## src/rtl/mem_port_arbiter_if.sv

```systemverilog
// Pipeline-side (IF + DM) and memory-side bundles for the shared memory port.
// The arbiter takes the slave view of the pipeline bundle and the master view of the memory bundle.
interface mem_port_req_if #(
    parameter int XLEN = 32
);
    logic            if_req;
    logic [XLEN-1:0] if_addr;
    logic            if_flush;
    logic            if_valid;
    logic [XLEN-1:0] if_rdata;
    logic            dm_req;
    logic            dm_we;
    logic [XLEN-1:0] dm_addr;
    logic [XLEN-1:0] dm_wdata;
    logic [3:0]      dm_be;
    logic            dm_valid;
    logic [XLEN-1:0] dm_rdata;
    logic            stall_if;
    logic            stall_mem;

    modport master (
        output if_req, if_addr, if_flush,
        output dm_req, dm_we, dm_addr, dm_wdata, dm_be,
        input  if_valid, if_rdata, dm_valid, dm_rdata, stall_if, stall_mem
    );

    modport slave (
        input  if_req, if_addr, if_flush,
        input  dm_req, dm_we, dm_addr, dm_wdata, dm_be,
        output if_valid, if_rdata, dm_valid, dm_rdata, stall_if, stall_mem
    );
endinterface

interface mem_port_bus_if #(
    parameter int XLEN = 32
);
    logic            mem_req;
    logic            mem_we;
    logic [XLEN-1:0] mem_addr;
    logic [XLEN-1:0] mem_wdata;
    logic [3:0]      mem_be;
    logic            mem_gnt;
    logic            mem_rvalid;
    logic [XLEN-1:0] mem_rdata;

    modport master (
        output mem_req, mem_we, mem_addr, mem_wdata, mem_be,
        input  mem_gnt, mem_rvalid, mem_rdata
    );

    modport slave (
        input  mem_req, mem_we, mem_addr, mem_wdata, mem_be,
        output mem_gnt, mem_rvalid, mem_rdata
    );
endinterface

```

## src/rtl/mem_port_arbiter.sv

```systemverilog
// IF/DM arbiter for one single-ported memory, one transaction in flight; request->mem_req 1 cycle, 4-cycle issue period.
// Requests are held by the pipeline (stall_if/stall_mem) while waiting; mem_req is held until mem_gnt.
module mem_port_arbiter #(
    parameter int XLEN          = 32,
    parameter int MAX_DM_STREAK = 4
) (
    input  logic           clk,
    input  logic           rst,
    mem_port_req_if.slave  pipe_io,
    mem_port_bus_if.master mem_io
);

    typedef enum logic [1:0] {
        S_IDLE = 2'd0,
        S_REQ  = 2'd1,
        S_RESP = 2'd2,
        S_DONE = 2'd3
    } state_t;

    localparam logic [3:0] MAX_STREAK = 4'(MAX_DM_STREAK);

    state_t          state_q,     state_d;
    logic            owner_dm_q,  owner_dm_d;
    logic            discard_q,   discard_d;
    logic [3:0]      streak_q,    streak_d;
    logic            mem_req_q,   mem_req_d;
    logic            mem_we_q,    mem_we_d;
    logic [XLEN-1:0] mem_addr_q,  mem_addr_d;
    logic [XLEN-1:0] mem_wdata_q, mem_wdata_d;
    logic [3:0]      mem_be_q,    mem_be_d;
    logic            if_valid_q,  if_valid_d;
    logic            dm_valid_q,  dm_valid_d;
    logic [XLEN-1:0] if_rdata_q,  if_rdata_d;
    logic [XLEN-1:0] dm_rdata_q,  dm_rdata_d;

    logic if_eligible;
    logic flush_hit;
    logic dm_grant;
    logic if_grant;

    // A fetch being cancelled in the same cycle never wins arbitration.
    assign if_eligible = pipe_io.if_req & ~pipe_io.if_flush;
    assign flush_hit   = pipe_io.if_flush & ~owner_dm_q &
                         ((state_q == S_REQ) || (state_q == S_RESP));

    always_comb begin
        state_d     = state_q;
        owner_dm_d  = owner_dm_q;
        discard_d   = discard_q;
        streak_d    = streak_q;
        mem_req_d   = mem_req_q;
        mem_we_d    = mem_we_q;
        mem_addr_d  = mem_addr_q;
        mem_wdata_d = mem_wdata_q;
        mem_be_d    = mem_be_q;
        if_valid_d  = 1'b0;
        dm_valid_d  = 1'b0;
        if_rdata_d  = if_rdata_q;
        dm_rdata_d  = dm_rdata_q;
        dm_grant    = 1'b0;
        if_grant    = 1'b0;

        case (state_q)
            S_IDLE: begin
                discard_d = 1'b0;
                if (pipe_io.dm_req && (!if_eligible || (streak_q < MAX_STREAK))) begin
                    dm_grant = 1'b1;
                end else if (if_eligible) begin
                    if_grant = 1'b1;
                end
                if (dm_grant || if_grant) begin
                    state_d     = S_REQ;
                    owner_dm_d  = dm_grant;
                    mem_req_d   = 1'b1;
                    mem_we_d    = dm_grant & pipe_io.dm_we;
                    mem_addr_d  = dm_grant ? pipe_io.dm_addr  : pipe_io.if_addr;
                    mem_wdata_d = dm_grant ? pipe_io.dm_wdata : '0;
                    mem_be_d    = dm_grant ? pipe_io.dm_be    : 4'hF;
                end
            end
            S_REQ: begin
                if (flush_hit) begin
                    discard_d = 1'b1;
                end
                if (mem_io.mem_gnt) begin
                    mem_req_d = 1'b0;
                    state_d   = S_RESP;
                end
            end
            S_RESP: begin
                if (flush_hit) begin
                    discard_d = 1'b1;
                end
                if (mem_io.mem_rvalid) begin
                    state_d = S_DONE;
                    if (owner_dm_q) begin
                        dm_valid_d = 1'b1;
                        if (!mem_we_q) begin
                            dm_rdata_d = mem_io.mem_rdata;
                        end
                    end else if (!(discard_q || flush_hit)) begin
                        // A cancelled fetch still drains on the memory side but is never delivered.
                        if_valid_d = 1'b1;
                        if_rdata_d = mem_io.mem_rdata;
                    end
                end
            end
            S_DONE: begin
                state_d   = S_IDLE;
                discard_d = 1'b0;
            end
            default: begin
                state_d = S_IDLE;
            end
        endcase

        if (!pipe_io.if_req) begin
            streak_d = '0;
        end else if (if_grant) begin
            streak_d = '0;
        end else if (dm_grant && (streak_q < MAX_STREAK)) begin
            streak_d = streak_q + 4'd1;
        end
    end

    always_ff @(posedge clk or posedge rst) begin
        if (rst) begin
            state_q     <= S_IDLE;
            owner_dm_q  <= 1'b0;
            discard_q   <= 1'b0;
            streak_q    <= '0;
            mem_req_q   <= 1'b0;
            mem_we_q    <= 1'b0;
            mem_addr_q  <= '0;
            mem_wdata_q <= '0;
            mem_be_q    <= '0;
            if_valid_q  <= 1'b0;
            dm_valid_q  <= 1'b0;
            if_rdata_q  <= '0;
            dm_rdata_q  <= '0;
        end else begin
            state_q     <= state_d;
            owner_dm_q  <= owner_dm_d;
            discard_q   <= discard_d;
            streak_q    <= streak_d;
            mem_req_q   <= mem_req_d;
            mem_we_q    <= mem_we_d;
            mem_addr_q  <= mem_addr_d;
            mem_wdata_q <= mem_wdata_d;
            mem_be_q    <= mem_be_d;
            if_valid_q  <= if_valid_d;
            dm_valid_q  <= dm_valid_d;
            if_rdata_q  <= if_rdata_d;
            dm_rdata_q  <= dm_rdata_d;
        end
    end

    assign mem_io.mem_req   = mem_req_q;
    assign mem_io.mem_we    = mem_we_q;
    assign mem_io.mem_addr  = mem_addr_q;
    assign mem_io.mem_wdata = mem_wdata_q;
    assign mem_io.mem_be    = mem_be_q;

    assign pipe_io.if_valid  = if_valid_q;
    assign pipe_io.if_rdata  = if_rdata_q;
    assign pipe_io.dm_valid  = dm_valid_q;
    assign pipe_io.dm_rdata  = dm_rdata_q;
    assign pipe_io.stall_if  = pipe_io.if_req & ~if_valid_q & ~pipe_io.if_flush;
    assign pipe_io.stall_mem = pipe_io.dm_req & ~dm_valid_q;

endmodule

```

## src/flat_wrapper.sv

```systemverilog
// flat-port wrapper written by rule: the top's interface ports become plain ports
module mem_port_arbiter_flat 
#(
    parameter int XLEN          = 32,
    parameter int MAX_DM_STREAK = 4
)
  (clk, rst, pipe_io_if_req, pipe_io_if_addr, pipe_io_if_flush, pipe_io_dm_req, pipe_io_dm_we, pipe_io_dm_addr, pipe_io_dm_wdata, pipe_io_dm_be, pipe_io_if_valid, pipe_io_if_rdata, pipe_io_dm_valid, pipe_io_dm_rdata, pipe_io_stall_if, pipe_io_stall_mem, mem_io_mem_req, mem_io_mem_we, mem_io_mem_addr, mem_io_mem_wdata, mem_io_mem_be, mem_io_mem_gnt, mem_io_mem_rvalid, mem_io_mem_rdata);
  mem_port_req_if #(.XLEN(XLEN)) pipe_io_i ();
  mem_port_bus_if #(.XLEN(XLEN)) mem_io_i ();
  input  logic clk;
  input  logic rst;
  input wire logic [$bits(pipe_io_i.if_req)-1:0] pipe_io_if_req;
  input wire logic [$bits(pipe_io_i.if_addr)-1:0] pipe_io_if_addr;
  input wire logic [$bits(pipe_io_i.if_flush)-1:0] pipe_io_if_flush;
  input wire logic [$bits(pipe_io_i.dm_req)-1:0] pipe_io_dm_req;
  input wire logic [$bits(pipe_io_i.dm_we)-1:0] pipe_io_dm_we;
  input wire logic [$bits(pipe_io_i.dm_addr)-1:0] pipe_io_dm_addr;
  input wire logic [$bits(pipe_io_i.dm_wdata)-1:0] pipe_io_dm_wdata;
  input wire logic [$bits(pipe_io_i.dm_be)-1:0] pipe_io_dm_be;
  output wire logic [$bits(pipe_io_i.if_valid)-1:0] pipe_io_if_valid;
  output wire logic [$bits(pipe_io_i.if_rdata)-1:0] pipe_io_if_rdata;
  output wire logic [$bits(pipe_io_i.dm_valid)-1:0] pipe_io_dm_valid;
  output wire logic [$bits(pipe_io_i.dm_rdata)-1:0] pipe_io_dm_rdata;
  output wire logic [$bits(pipe_io_i.stall_if)-1:0] pipe_io_stall_if;
  output wire logic [$bits(pipe_io_i.stall_mem)-1:0] pipe_io_stall_mem;
  output wire logic [$bits(mem_io_i.mem_req)-1:0] mem_io_mem_req;
  output wire logic [$bits(mem_io_i.mem_we)-1:0] mem_io_mem_we;
  output wire logic [$bits(mem_io_i.mem_addr)-1:0] mem_io_mem_addr;
  output wire logic [$bits(mem_io_i.mem_wdata)-1:0] mem_io_mem_wdata;
  output wire logic [$bits(mem_io_i.mem_be)-1:0] mem_io_mem_be;
  input wire logic [$bits(mem_io_i.mem_gnt)-1:0] mem_io_mem_gnt;
  input wire logic [$bits(mem_io_i.mem_rvalid)-1:0] mem_io_mem_rvalid;
  input wire logic [$bits(mem_io_i.mem_rdata)-1:0] mem_io_mem_rdata;
  assign pipe_io_i.if_req = pipe_io_if_req;
  assign pipe_io_i.if_addr = pipe_io_if_addr;
  assign pipe_io_i.if_flush = pipe_io_if_flush;
  assign pipe_io_i.dm_req = pipe_io_dm_req;
  assign pipe_io_i.dm_we = pipe_io_dm_we;
  assign pipe_io_i.dm_addr = pipe_io_dm_addr;
  assign pipe_io_i.dm_wdata = pipe_io_dm_wdata;
  assign pipe_io_i.dm_be = pipe_io_dm_be;
  assign pipe_io_if_valid = pipe_io_i.if_valid;
  assign pipe_io_if_rdata = pipe_io_i.if_rdata;
  assign pipe_io_dm_valid = pipe_io_i.dm_valid;
  assign pipe_io_dm_rdata = pipe_io_i.dm_rdata;
  assign pipe_io_stall_if = pipe_io_i.stall_if;
  assign pipe_io_stall_mem = pipe_io_i.stall_mem;
  assign mem_io_mem_req = mem_io_i.mem_req;
  assign mem_io_mem_we = mem_io_i.mem_we;
  assign mem_io_mem_addr = mem_io_i.mem_addr;
  assign mem_io_mem_wdata = mem_io_i.mem_wdata;
  assign mem_io_mem_be = mem_io_i.mem_be;
  assign mem_io_i.mem_gnt = mem_io_mem_gnt;
  assign mem_io_i.mem_rvalid = mem_io_mem_rvalid;
  assign mem_io_i.mem_rdata = mem_io_mem_rdata;
  mem_port_arbiter #(.XLEN(XLEN), .MAX_DM_STREAK(MAX_DM_STREAK)) u_core (.clk(clk), .rst(rst), .pipe_io(pipe_io_i), .mem_io(mem_io_i));
endmodule
```

## config.mk

```make
export PLATFORM = sky130hd
export DESIGN_NAME = mem_port_arbiter_flat
export DESIGN_NICKNAME = d
export VERILOG_FILES = /design/src/rtl/mem_port_arbiter_if.sv /design/src/rtl/mem_port_arbiter.sv /design/src/flat_wrapper.sv
export SDC_FILE = /design/constraint.sdc
export NUM_CORES = 1
export LEC_CHECK = 0
export CAP_MARGIN = 10
export CORE_MARGIN = 2
export CORE_UTILIZATION = 44
export DETAILED_ROUTE_END_ITERATION = 8
export GPL_TIMING_DRIVEN = 1
export PLACE_DENSITY_LB_ADDON = 0.15
export SYNTH_ARGS = -nofsm -noshare
export SYNTH_HDL_FRONTEND = slang
export SYNTH_SLANG_ARGS = --single-unit
```

## constraint.sdc

```tcl
create_clock -name clk -period 7.4 [get_ports clk]
set_input_delay 1.48 -clock clk [delete_from_list [all_inputs] [get_ports clk]]
set_output_delay 1.48 -clock clk [all_outputs]
set_load 0.02 [all_outputs]
```

# Word-level counts from Yosys, hierarchy flattened

Index checks and enable logic that the tools add are counted.

Register bits after elaboration: 144
Input port bits: 140
Output and inout port bits: 138
Logic and storage cells: 81

Add/subtract/negate cells: 1
Order comparisons: 1
Eq/ne operators: 8
Muxes and demuxes: 29
Bitwise operators: 13
Reduce and logical (&&, ||, !) cells: 16

Operator list:

| kind                                                                         | count |
|---|---|
| 32-bit two-way mux                                                           | 2 |
| 1-bit two-way mux                                                            | 17 |
| 4-bit two-way mux                                                            | 4 |
| 2-bit one-hot mux with 4 select lines                                        | 1 |
| 4-bit AND reduction                                                          | 2 |
| 1-bit AND                                                                    | 7 |
| 2-bit two-way mux                                                            | 3 |
| 1-bit NOT                                                                    | 6 |
| 3-bit AND reduction                                                          | 2 |
| 4-bit by 1-bit adder with 4-bit output, second input constant                | 1 |
| 2-bit == test, second input constant                                         | 2 |
| 1-bit logical OR                                                             | 4 |
| 4-bit by 3-bit less-than comparator with 1-bit output, second input constant | 1 |
| 2-bit by 1-bit != test with 1-bit output, second input constant              | 2 |
| 2-bit != test, second input constant                                         | 2 |
| 1-bit one-hot mux with 2 select lines                                        | 2 |
| 2-bit OR reduction                                                           | 2 |
| 3-bit by 1-bit != test with 1-bit output, second input constant              | 1 |
| 2-bit by 1-bit == test with 1-bit output, second input constant              | 1 |
| 1-bit logical AND                                                            | 2 |
| 2-bit logical NOT                                                            | 1 |
| 2-bit AND reduction                                                          | 1 |
| 2-bit nonzero test                                                           | 1 |
| 1-bit logical NOT                                                            | 1 |

# Longest topological paths before layout

Depth in word-level cells: 12
Mapped depth: 8
Gate-level depth less buffers: 6

# Worst setup path after synthesis

OpenSTA, ideal clock, no wires.

Path kind: input -> output
Start point: input pipe_io_dm_req
End point: output pipe_io_stall_mem
Arrival time: 2.034 ns
Required time: 5.920 ns
Setup slack: 3.886 ns
Stages on the path: 3
Buffers on the path: 1
Path through: buf_2 -> inv_1 -> nor2_1

Longest elaborated chain between the ends: 1

Ends and longest elaborated chain:

| item            | line                    | text |
|---|---|---|
| start, declared | flat_wrapper.sv:15      | `input wire logic [$bits(pipe_io_i.dm_req)-1:0] pipe_io_dm_req;` |
| 1-bit AND       | mem_port_arbiter.sv:169 | `assign pipe_io.stall_mem = pipe_io.dm_req & ~dm_valid_q;` |
| end, declared   | flat_wrapper.sv:25      | `output wire logic [$bits(pipe_io_i.stall_mem)-1:0] pipe_io_stall_mem;` |

No other way between the ends.

# Final worst setup path

Same ends and word-level chain as after synthesis.

==> metrics.md <==
| Metric | Value |
|---|---|
| Status | completed |
| # setup viols final | 0 |
| MaxCap Viol Count | 0 |
| Min Clock Period, post-route | 4.54 ns |
| Crit-path max FO | 7 |
| GR Overflow Total | 0 |
| IO Port Bufs | 277 |
| Setup Skew | 0.00510 ns |
| Total number of vias | 4436 |
| Fin. Hold Viols | 0 |
| Die Area | 14100 sq um |
| Detailed Route Iter0 Violations | 180 |
| R2R depth | 7 |
| Post-DP HPWL | between 10 and 15 mm |
| Row Count | 41 |
| Fill cells | 922 |
| CTS Sinks | 144 |
| TritonCTS clock tree | done |
| Critical path startpoint category | primary input |
| Crit end category | output port |
| Unrepaired setup endpoints after global routing | no |
| Distinct cells, synth | 35 |
| WL final | approximately 16 mm |
| Mapped Area | approximately 5800 sq um |
| VDD IR max | ~0.24 mV |
| Worst R2R Setup Slack | roughly 5.4 ns |
| Initial antenna violation count | 0 |
| P per Cell Area | 442 nW/um^2 |
| First-pass GRT wire length | 24.7 mm |
| Clk_lat worst skew | 0.41 ns |
| Number of diodes | 0 |
| Syn avg cell area | 13.8 sq um |
| Period utilization | 61.4% |
| Setup CP Type | in2out |
| Place WS | 2.86 ns |
| Die height | 119 um |
| Fin area | 9180 sq um |
| Hold_buf cts | 0 |
| Layout area overhead | 58.9% |
| Core ar. | 12700 sq um |
| Mean routed wirelength per cell | 17.6 um |
| CTS root buffer | clkbuf_16 |
| Worst EP required | 5.92 ns |
| Non-filler instance count after layout | 879 |
| Post-Syn Nets | 562 |
| Drt pass-1 iters | 5 |
| # Post-CTS Setup Buffers | 0 |
| CTS buffer count | 17 |
| Syn Inst Count | 418 |
| Syn. warnings | 0 |
| Final-stage net count | 839 |
| CTS H-Tree Depth | 4 |
| Drt drc | 0 |
| Placed Area | approximately 8600 sq um |
| Relative slew slack | 31.3% |
| Max clock buf depth | 2 |
| Achievable Freq | 0.220 GHz |
| Post-CTS sizing | 0 |
| Clock-pin slew of the registers on the worst-case setup and hold paths | 0.05 ns |
| LEAKAGE | between 3 and 4 nW |
| Chip Width | between 100 and 150 um |
| Worst Max-Slew Pin Slew | around 1.0 ns |
| Yosys reg bits | 144 |
| WHS Path Cells | 1 |
| Hold Slack | approximately 0.49 ns |
| Setup WS post-layout | 2.86 ns |
| GP Congestion | 0.834 |
| Fin Setup TNS | 0 ns |
| IO Pins | between 200 and 300 |
| Ratio of cells with drive above 1 in the final layout | 14.9% |
| Pin count of the biggest net entering global routing | 85 |
| GRT Total Usage | 22.7% |
| Hold crit path type | reg2reg |
| Placed cell count | 848 |
| CP arrival | 3.06 ns |
| Post-DR vias/cell | 5.05 |
| Max-slew violations | 0 |
| Seq/Total Area, Yosys | 62.4% |
| Vias in the first global route | 4661 |
| Starting Density | 45.4% |
| ANT nets after route | 0 |
placed cells by master, fill, tap and decap left out, types with 7 or more instances in the layout:
| cell | Yosys | layout |
|---|---|---|
| inv_1 | 8 | 7 |
| a21oi_1 | 34 | 34 |
| dfrtp_1 | 144 | 144 |
| buf_4 | 1 | 7 |
| mux2_2 | 64 | 64 |
| nor2_1 | 40 | 40 |
| clkdlybuf4s50_1 | 0 | 277 |
| clkbuf_16 | 0 | 17 |
| a22o_1 | 33 | 33 |
| mux2i_1 | 33 | 33 |
per-stage QoR:
step | power [mW] | util, %
2_1_floorplan | 2.35 | -
3_3_place_gp | 3.24 | 67.9
3_5_place_dp | 3.30 | 67.9
4_1_cts | 4.10 | 72.1
5_1_grt | 4.27 | 72.1
6_report | 4.06 | 72.1
synth_stat cells (all sizes together):
master | instances | share of area [%]
nand4 | 1 | 0.11
inv | 8 | 0.52
a31o | 1 | 0.15
o22a | 4 | 0.61
mux2 | 65 | 13
clkbuf | 1 | 0.065
a22o | 33 | 5.0
mux2i | 33 | 5.7
and2b | 1 | 0.13
xnor2 | 1 | 0.15
nand2b | 2 | 0.35
a211o | 1 | 0.15
a21oi | 35 | 3.1
and3 | 1 | 0.11
buf | 25 | 3.4
dfrtp | 144 | 62
nor3 | 1 | 0.087
ha | 4 | 0.87
o21ai | 4 | 0.61
nor2b | 3 | 0.32
o21a | 1 | 0.13
a41oi | 1 | 0.15
nor2 | 40 | 2.6
nand2 | 6 | 0.39
nand3 | 1 | 0.087
o32a | 1 | 0.17
where the power goes:
part	internal [mW]	switching, mW
Sequential	1.16	0.195
Combinational	0.984	0.942
Clock	0.483	0.295
state kept, by name, summed over array words and instances, names as in the netlist:
register                 cells
u_core.mem_io.mem_req        1
u_core.streak_q              4
u_core.state_q               2
u_core.mem_io.mem_wdata     32
u_core.mem_io.mem_be         4
u_core.mem_io.mem_we         1
u_core.pipe_io.if_valid      1
u_core.discard_q             1
u_core.pipe_io.dm_rdata     32
u_core.pipe_io.if_rdata     32
u_core.pipe_io.dm_valid      1
u_core.mem_io.mem_addr      32
u_core.owner_dm_q            1
worst paths after layout:
path / end / from
min in group asynchronous: u_core.mem_io.mem_addr[2] / rst
max in group asynchronous: u_core.pipe_io.if_rdata[22] / rst
min: u_core.discard_q / u_core.discard_q
max: pipe_io_stall_mem / pipe_io_dm_req
max reg2reg: u_core.mem_io.mem_addr[5] / u_core.state_q[0]
min reg2reg: u_core.discard_q / u_core.discard_q
cell families (layout without fill, tap and decap cells):
kind of cell	count (synthesis)	in the layout	synth area share, %
buffers and inverters	34	323	3.94
AND/OR/NAND/NOR	56	56	4.18
multiplexers	98	98	18.4
flip-flops	144	144	62.4
XOR/XNOR	1	1	0.152
adder cells (fa/ha/maj)	4	4	0.867
AO/OA/AOI/OAI	81	81	10.1
critical path, cell delays in order:
cell and delay (ns):
clkdlybuf4s50_1 0.66, inv_1 0.17, nor2_1 0.13, clkdlybuf4s50_1 0.63
routing by layer:
layer / GRT usage [%] / routed length, um / vias up
met3: 9.12 / 1450 / 30
met1: 24.9 / 5720 / 2171
li1: - / - / 2043
met2: 38.6 / 7890 / 192
met4: 9.97 / 452 / 0
met5: 0 / 0 / -
final cells by class:
type                    count  area [sq um]  share of cell area (%)
inverters                   8          35.0                   0.382
clock inverters             7          60.1                   0.655
repair buffers            284          2830                    30.8
flip-flops and latches    144          3600                    39.3
clock buffers              24           482                    5.25
well taps                 172           215                    2.35
multi-input cells         240          1950                    21.3
Power figures use the tool's default switching activity.
